[src/rtl/mem_lsu.sv]
// Load/store unit between core and memory bus: byte-strobed sub-word stores, two-beat split of
// boundary-crossing accesses, valid/ready bus handshake and sign/zero-extended load return.
module mem_lsu #(
  parameter int XLEN       = 32,
  parameter int ADDR_W     = 32,
  parameter int MISALIGNED = 1
) (
  input  logic              clk,
  input  logic              reset,
  input  logic              req_valid,
  output logic              req_ready,
  input  logic              req_we,
  input  logic [1:0]        req_size,
  input  logic              req_signed,
  input  logic [ADDR_W-1:0] req_addr,
  input  logic [XLEN-1:0]   req_wdata,
  output logic              rsp_valid,
  output logic [XLEN-1:0]   rsp_rdata,
  output logic              rsp_fault,
  output logic              mem_valid,
  input  logic              mem_ready,
  output logic [ADDR_W-1:0] mem_addr,
  output logic              mem_we,
  output logic [XLEN/8-1:0] mem_wstrb,
  output logic [XLEN-1:0]   mem_wdata,
  input  logic              mem_rvalid,
  input  logic [XLEN-1:0]   mem_rdata
);
  localparam int NB  = XLEN / 8;
  localparam int OFS = $clog2(NB);

  typedef enum logic [2:0] {S_IDLE, S_BEAT0, S_RD0, S_BEAT1, S_RD1, S_RESP} state_t;

  function automatic logic [XLEN-1:0] rotl(input logic [XLEN-1:0] d, input logic [OFS-1:0] off);
    int sh;
    sh = 8 * int'(off);
    return (d << sh) | (d >> (XLEN - sh));
  endfunction

  function automatic logic [XLEN-1:0] rotr(input logic [XLEN-1:0] d, input logic [OFS-1:0] off);
    int sh;
    sh = 8 * int'(off);
    return (d >> sh) | (d << (XLEN - sh));
  endfunction

  // Lanes touched across both beats: low half is beat0, high half is beat1.
  function automatic logic [2*NB-1:0] lane_mask(input logic [OFS-1:0] off, input logic [1:0] sz);
    logic [2*NB-1:0] m;
    m = '0;
    for (int i = 0; i < 2*NB; i++)
      if (i >= int'(off) && i < int'(off) + (1 << sz)) m[i] = 1'b1;
    return m;
  endfunction

  function automatic logic [XLEN-1:0] extend(input logic [XLEN-1:0] d, input logic [1:0] sz,
                                             input logic sg);
    logic [XLEN-1:0] r;
    logic            fill;
    int              nbits;
    nbits = 8 << sz;
    r     = d;
    fill  = 1'b0;
    if (nbits < XLEN) begin
      fill = sg & d[nbits-1];
      for (int i = 0; i < XLEN; i++)
        if (i >= nbits) r[i] = fill;
    end
    return r;
  endfunction

  state_t            state_q;
  logic              req_ready_q, rsp_valid_q, rsp_fault_q, mem_valid_q, mem_we_q;
  logic [XLEN-1:0]   rsp_rdata_q, mem_wdata_q, rbuf_q;
  logic [ADDR_W-1:0] mem_addr_q;
  logic [NB-1:0]     mem_wstrb_q, strb1_q;
  logic              we_q, sgn_q, cross_q;
  logic [1:0]        size_q;
  logic [OFS-1:0]    off_q;

  logic [OFS-1:0]    req_off;
  logic [2:0]        amask;
  logic              fault_d, cross_d;
  logic [2*NB-1:0]   mask_req_d;
  logic [XLEN-1:0]   rd_rot_d, keep_d, rd_asm_d, ld_ext_d;

  always_comb begin
    req_off = req_addr[OFS-1:0];
    case (req_size)
      2'd0:    amask = 3'b000;
      2'd1:    amask = 3'b001;
      2'd2:    amask = 3'b011;
      default: amask = 3'b111;
    endcase
    fault_d    = ((req_size == 2'd3) && (XLEN == 32)) ||
                 ((MISALIGNED == 0) && ((req_addr[2:0] & amask) != 3'd0));
    cross_d    = (int'(req_off) + (1 << req_size)) > NB;
    mask_req_d = lane_mask(req_off, req_size);
    // Rotating right by the offset puts both beats' bytes at their address-order positions.
    rd_rot_d   = rotr(mem_rdata, off_q);
    keep_d     = {XLEN{1'b1}} >> (8 * int'(off_q));
    rd_asm_d   = (state_q == S_RD1) ? ((rbuf_q & keep_d) | (rd_rot_d & ~keep_d)) : rd_rot_d;
    ld_ext_d   = extend(rd_asm_d, size_q, sgn_q);
  end

  always_ff @(posedge clk) begin
    if (reset) begin
      state_q     <= S_IDLE;
      req_ready_q <= 1'b1;
      rsp_valid_q <= 1'b0;
      rsp_fault_q <= 1'b0;
      rsp_rdata_q <= '0;
      mem_valid_q <= 1'b0;
      mem_we_q    <= 1'b0;
      mem_wstrb_q <= '0;
      mem_addr_q  <= '0;
      mem_wdata_q <= '0;
    end else begin
      rsp_valid_q <= 1'b0;
      case (state_q)
        S_IDLE: if (req_valid) begin
          we_q        <= req_we;
          size_q      <= req_size;
          sgn_q       <= req_signed;
          off_q       <= req_off;
          cross_q     <= cross_d;
          strb1_q     <= mask_req_d[2*NB-1:NB];
          req_ready_q <= 1'b0;
          if (fault_d) begin
            state_q     <= S_RESP;
            rsp_valid_q <= 1'b1;
            rsp_fault_q <= 1'b1;
            rsp_rdata_q <= '0;
          end else begin
            state_q     <= S_BEAT0;
            mem_valid_q <= 1'b1;
            mem_addr_q  <= {req_addr[ADDR_W-1:OFS], {OFS{1'b0}}};
            mem_we_q    <= req_we;
            mem_wstrb_q <= req_we ? mask_req_d[NB-1:0] : '0;
            mem_wdata_q <= req_we ? rotl(req_wdata, req_off) : '0;
          end
        end
        S_BEAT0: if (mem_ready) begin
          mem_valid_q <= 1'b0;
          mem_we_q    <= 1'b0;
          mem_wstrb_q <= '0;
          if (!we_q) state_q <= S_RD0;
          else if (cross_q) state_q <= S_BEAT1;
          else begin
            state_q     <= S_RESP;
            rsp_valid_q <= 1'b1;
            rsp_rdata_q <= '0;
          end
        end
        S_RD0: if (mem_rvalid) begin
          rbuf_q <= rd_rot_d;
          if (cross_q) state_q <= S_BEAT1;
          else begin
            state_q     <= S_RESP;
            rsp_valid_q <= 1'b1;
            rsp_rdata_q <= ld_ext_d;
          end
        end
        // First BEAT1 cycle sets up the second beat; the request goes out the cycle after.
        S_BEAT1: if (!mem_valid_q) begin
          mem_valid_q <= 1'b1;
          mem_addr_q  <= mem_addr_q + ADDR_W'(NB);
          mem_we_q    <= we_q;
          mem_wstrb_q <= we_q ? strb1_q : '0;
        end else if (mem_ready) begin
          mem_valid_q <= 1'b0;
          mem_we_q    <= 1'b0;
          mem_wstrb_q <= '0;
          if (we_q) begin
            state_q     <= S_RESP;
            rsp_valid_q <= 1'b1;
            rsp_rdata_q <= '0;
          end else state_q <= S_RD1;
        end
        S_RD1: if (mem_rvalid) begin
          state_q     <= S_RESP;
          rsp_valid_q <= 1'b1;
          rsp_rdata_q <= ld_ext_d;
        end
        S_RESP: begin
          state_q     <= S_IDLE;
          req_ready_q <= 1'b1;
          rsp_fault_q <= 1'b0;
        end
        default: state_q <= S_IDLE;
      endcase
    end
  end

  assign req_ready = req_ready_q;
  assign rsp_valid = rsp_valid_q;
  assign rsp_rdata = rsp_rdata_q;
  assign rsp_fault = rsp_fault_q;
  assign mem_valid = mem_valid_q;
  assign mem_addr  = mem_addr_q;
  assign mem_we    = mem_we_q;
  assign mem_wstrb = mem_wstrb_q;
  assign mem_wdata = mem_wdata_q;

endmodule

[config.mk]
export PLATFORM = sky130hd
export DESIGN_NAME = mem_lsu
export DESIGN_NICKNAME = d
export VERILOG_FILES = /design/src/rtl/mem_lsu.sv
export SDC_FILE = /design/constraint.sdc
export NUM_CORES = 1
export LEC_CHECK = 0
export CORE_MARGIN = 2
export CORE_UTILIZATION = 45
export CTS_BUF_LIST = sky130_fd_sc_hd__clkbuf_4 sky130_fd_sc_hd__clkbuf_8
export DETAILED_ROUTE_END_ITERATION = 16
export MAX_ROUTING_LAYER = met4
export PLACE_DENSITY_LB_ADDON = 0.1
export SLEW_MARGIN = 15
export SYNTH_ARGS = -nofsm -noshare
export SYNTH_HDL_FRONTEND = slang
export SYNTH_SLANG_ARGS = --single-unit
[constraint.sdc]
create_clock -name clk -period 5.4 [get_ports clk]
set_input_delay 1.08 -clock clk [delete_from_list [all_inputs] [get_ports clk]]
set_output_delay 1.08 -clock clk [all_outputs]
set_load 0.05 [all_outputs]
==> results.md <==
* Cts repair resizes at 0
* Number of global-route vias before repair at 8051
* Post-synth EDFFs at 42
* Largest family of logic cells by synthesized area: compound AO/OA/AOI/OAI gates
* Post-synth ARST share at 0%
* Postcts setup bufs at 0
* CORE AREA at 18830 sq um
* Die Y at 143.0 um
* Hold WS at 0.4672 ns
* Synth Register Bits at 148
* Clk Latency, worst-skew pair at 0.46 ns
* Fin crit share at 73.05%
* Die Span X at 143.0 um
* Total CTS buffers at 17
* WL/cell at 18.21 um
* Most frequent cells in the layout: 205 x clkdlybuf4s50_1, 113 x nand2_1, 111 x nor2_1
* Gr ovfl total at 0
* Pre-antenna DRT Iters at 5
* Post-synthesis mux area share at 9.071%
* Max VDD drop at 0.1938 mV
* Critical Path AT at 4.26 ns
* FF-to-FF Start: off_q[0]
* Initial Util at 46.15%
* Mapped Area at 8690 sq um
* Reg2reg path depth at 8
* Share of cells above drive strength 1 at 7.101%
* Post-synthesis compound-gate area fraction at 27.59%
* Crit-path max FO at 27
* Post-Synthesis Cells at 1020
* Relative slew slack at 26.39%
* Worst Tran Pin Value at 1.104 ns
* Cell Rows at 50
* Hold-fix buffers, CTS at 0
* RSZ-0062 raised after global routing: no
* Iter 0 DRT Violations at 650
* Vias at 8528
* Min Tclk post-route at 3.945 ns
* GPL Wtd Cong at 0.9815
* Routed Antenna Nets at 0
* Initial antenna violation count at 0
* Syn Area/Cell at 8.519 sq um
* Area grow syn2layout at 30.57%
* Total Wirelength at 26.54 mm
* Antenna Cells at 0
* Req. time, crit path at 5.72 ns
* Sequential cell area fraction in the yosys report at 38.93%
* Htree depth at 4
* Fillcell total at 1710
* Die area at 20440 sq um
* Total GRT Usage at 26.44%
* Commonest non-fill, non-tap cell in the layout: clkdlybuf4s50_1
* Distinct cells, synth at 75
* Crit start category: register
* CTS tree: yes
* Crit end category: register
* Kind of critical path: reg -> reg
* Main synth FF type: dfxtp_1
* Hold_sp: mem_we
* Post-synthesis adder-cell area fraction at 1.814%
* Max-cap viol count at 0
* Hold Path Stages at 2
* Inst Count DP at 1425
* Clk sinks at 148
* Setup_tns at 0 ns
* Synth Area in Simple Gates at 17.39%
* Hold Path Class: reg -> reg
* Largest net degree at the start of global routing at 48
* Warnings from Yosys at 0
* Power Density at 369.1 nW/um^2
* Final net count at 1301
* Port buffer count at 207
* Drt via density at 5.853
* Setup violation total in the final timing report at 0
* Final hold vios at 0
* First-pass GRT wire length at 41.68 mm
* Cell Count, Final, Fillers Out at 1457
* Total Power at 4.188 mW
* Pleak at 4.118 nW
* Clock Pin Slew Worst Setup and Hold Paths at 0.09 ns
* Outcome: complete, no violations
* Clock skew at 0.01393 ns
* CTS root buffer: clkbuf_8
* Slew Viols, Final at 0
* Crit. Startpoint: off_q[0]
* Clk buf depth at 2
* Final Core Density at 60.25%
* Ports at 210
* Post-DP HPWL at 18.66 mm
* DR DRC count at 0
* Max Fclk at 0.2535 GHz
* XOR/XNOR share of the synthesized area at 0.1008%
==> area by class of cell <==
cell class	count	area [sq um]	share of cell area, %
inverters	23	86.33	0.7609
flip-flops and latches	148	3383	29.82
clock inverters	14	246.5	2.172
well taps	260	325.3	2.867
multi-input cells	772	4888	43.09
repair buffers	222	2175	19.17
clock buffers	18	241.5	2.128
==> state kept, by name (all words and copies together) (netlist names) <==
name / flops
mem_addr: 30
mem_valid: 1
mem_wdata: 32
mem_we: 1
mem_wstrb: 4
off_q: 2
rbuf_q: 32
req_ready: 1
rsp_fault: 1
rsp_rdata: 32
rsp_valid: 1
sgn_q: 1
size_q: 2
state_q: 3
strb1_q: 4
we_q: 1
==> final timing paths <==
| check | slack [ns] | to |
|---|---|---|
| setup / recovery | 1.46 | rsp_rdata[10] |
| hold / removal | 0.47 | mem_we |
| setup reg to reg | 1.46 | rsp_rdata[10] |
| hold reg to reg | 0.47 | mem_we |
==> synthesized netlist by cell type, drive strengths merged (7+ instances only) <==
| cell | number | area, sq um |
|---|---|---|
| a211oi | 29 | 217.7 |
| o22ai | 28 | 175.2 |
| clkbuf | 41 | 156.4 |
| o21ai | 57 | 285.3 |
| a221oi | 13 | 113.9 |
| nor2b | 16 | 100.1 |
| o211ai | 17 | 127.6 |
| a22oi | 43 | 322.8 |
| edfxtp | 42 | 1261 |
| inv | 22 | 82.58 |
| nand2b | 12 | 75.07 |
| mux2i | 63 | 630.6 |
| buf | 37 | 196.4 |
| nand4 | 7 | 43.79 |
| nor3 | 10 | 60.06 |
| o22a | 8 | 70.07 |
| nor2 | 113 | 440.4 |
| dfxtp | 106 | 2122 |
| nand3 | 18 | 90.09 |
| a21oi | 89 | 456.7 |
| ha | 11 | 137.6 |
| mux2 | 14 | 157.7 |
| a21o | 8 | 60.06 |
| a221o | 11 | 118.9 |
| nand2 | 113 | 424.2 |
==> where the power goes <==
| part | leakage (nW) | switching [mW] | internal [mW] | total [mW] |
|---|---|---|---|---|
| combinational | 2.63 | 1.07 | 0.600 | 1.67 |
| sequential | 1.25 | 0.149 | 1.30 | 1.45 |
| clock | 0.241 | 0.461 | 0.609 | 1.07 |
| total | 4.12 | 1.68 | 2.51 | 4.19 |
==> critical path, cell delays in order (launching register included) <==
cell       delay (ns)
edfxtp_1         0.41
inv_1            0.53
ha_1             0.87
nand4bb_1        0.73
o21ai_0          0.39
a31o_2           0.17
o31ai_4          0.09
o2111ai_2        0.45
o211ai_1         0.15
==> routing by layer <==
layer	part of all wire, %	vias up	global-route usage [%]
met5	0	-	-
met4	2.4	0	9.745
met3	7.7	43	5.433
met2	46	347	40.29
met1	44	4003	34.79
li1	-	4135	-
==> cells by family (layout without fill, tap and decap cells) <==
kind of cell    count (synthesis)  count (layout)
mux                            77              77
xor+xnor                        1               1
flops                         148             148
buf+inv                       101             277
fa+ha+maj                      12              12
other cells                     1               2
simple gates                  327             327
compound gates                353             353
==> stage by stage <==
stage,area (sq um),worst slack [ns]
final,11350,1.455
after global routing,11350,1.114
after CTS,11340,1.368
after detailed placement,10850,0.8745
after global placement,10850,0.9057
after floorplan,8693,1.928
Note: power is estimated with default switching activity, not from simulation.
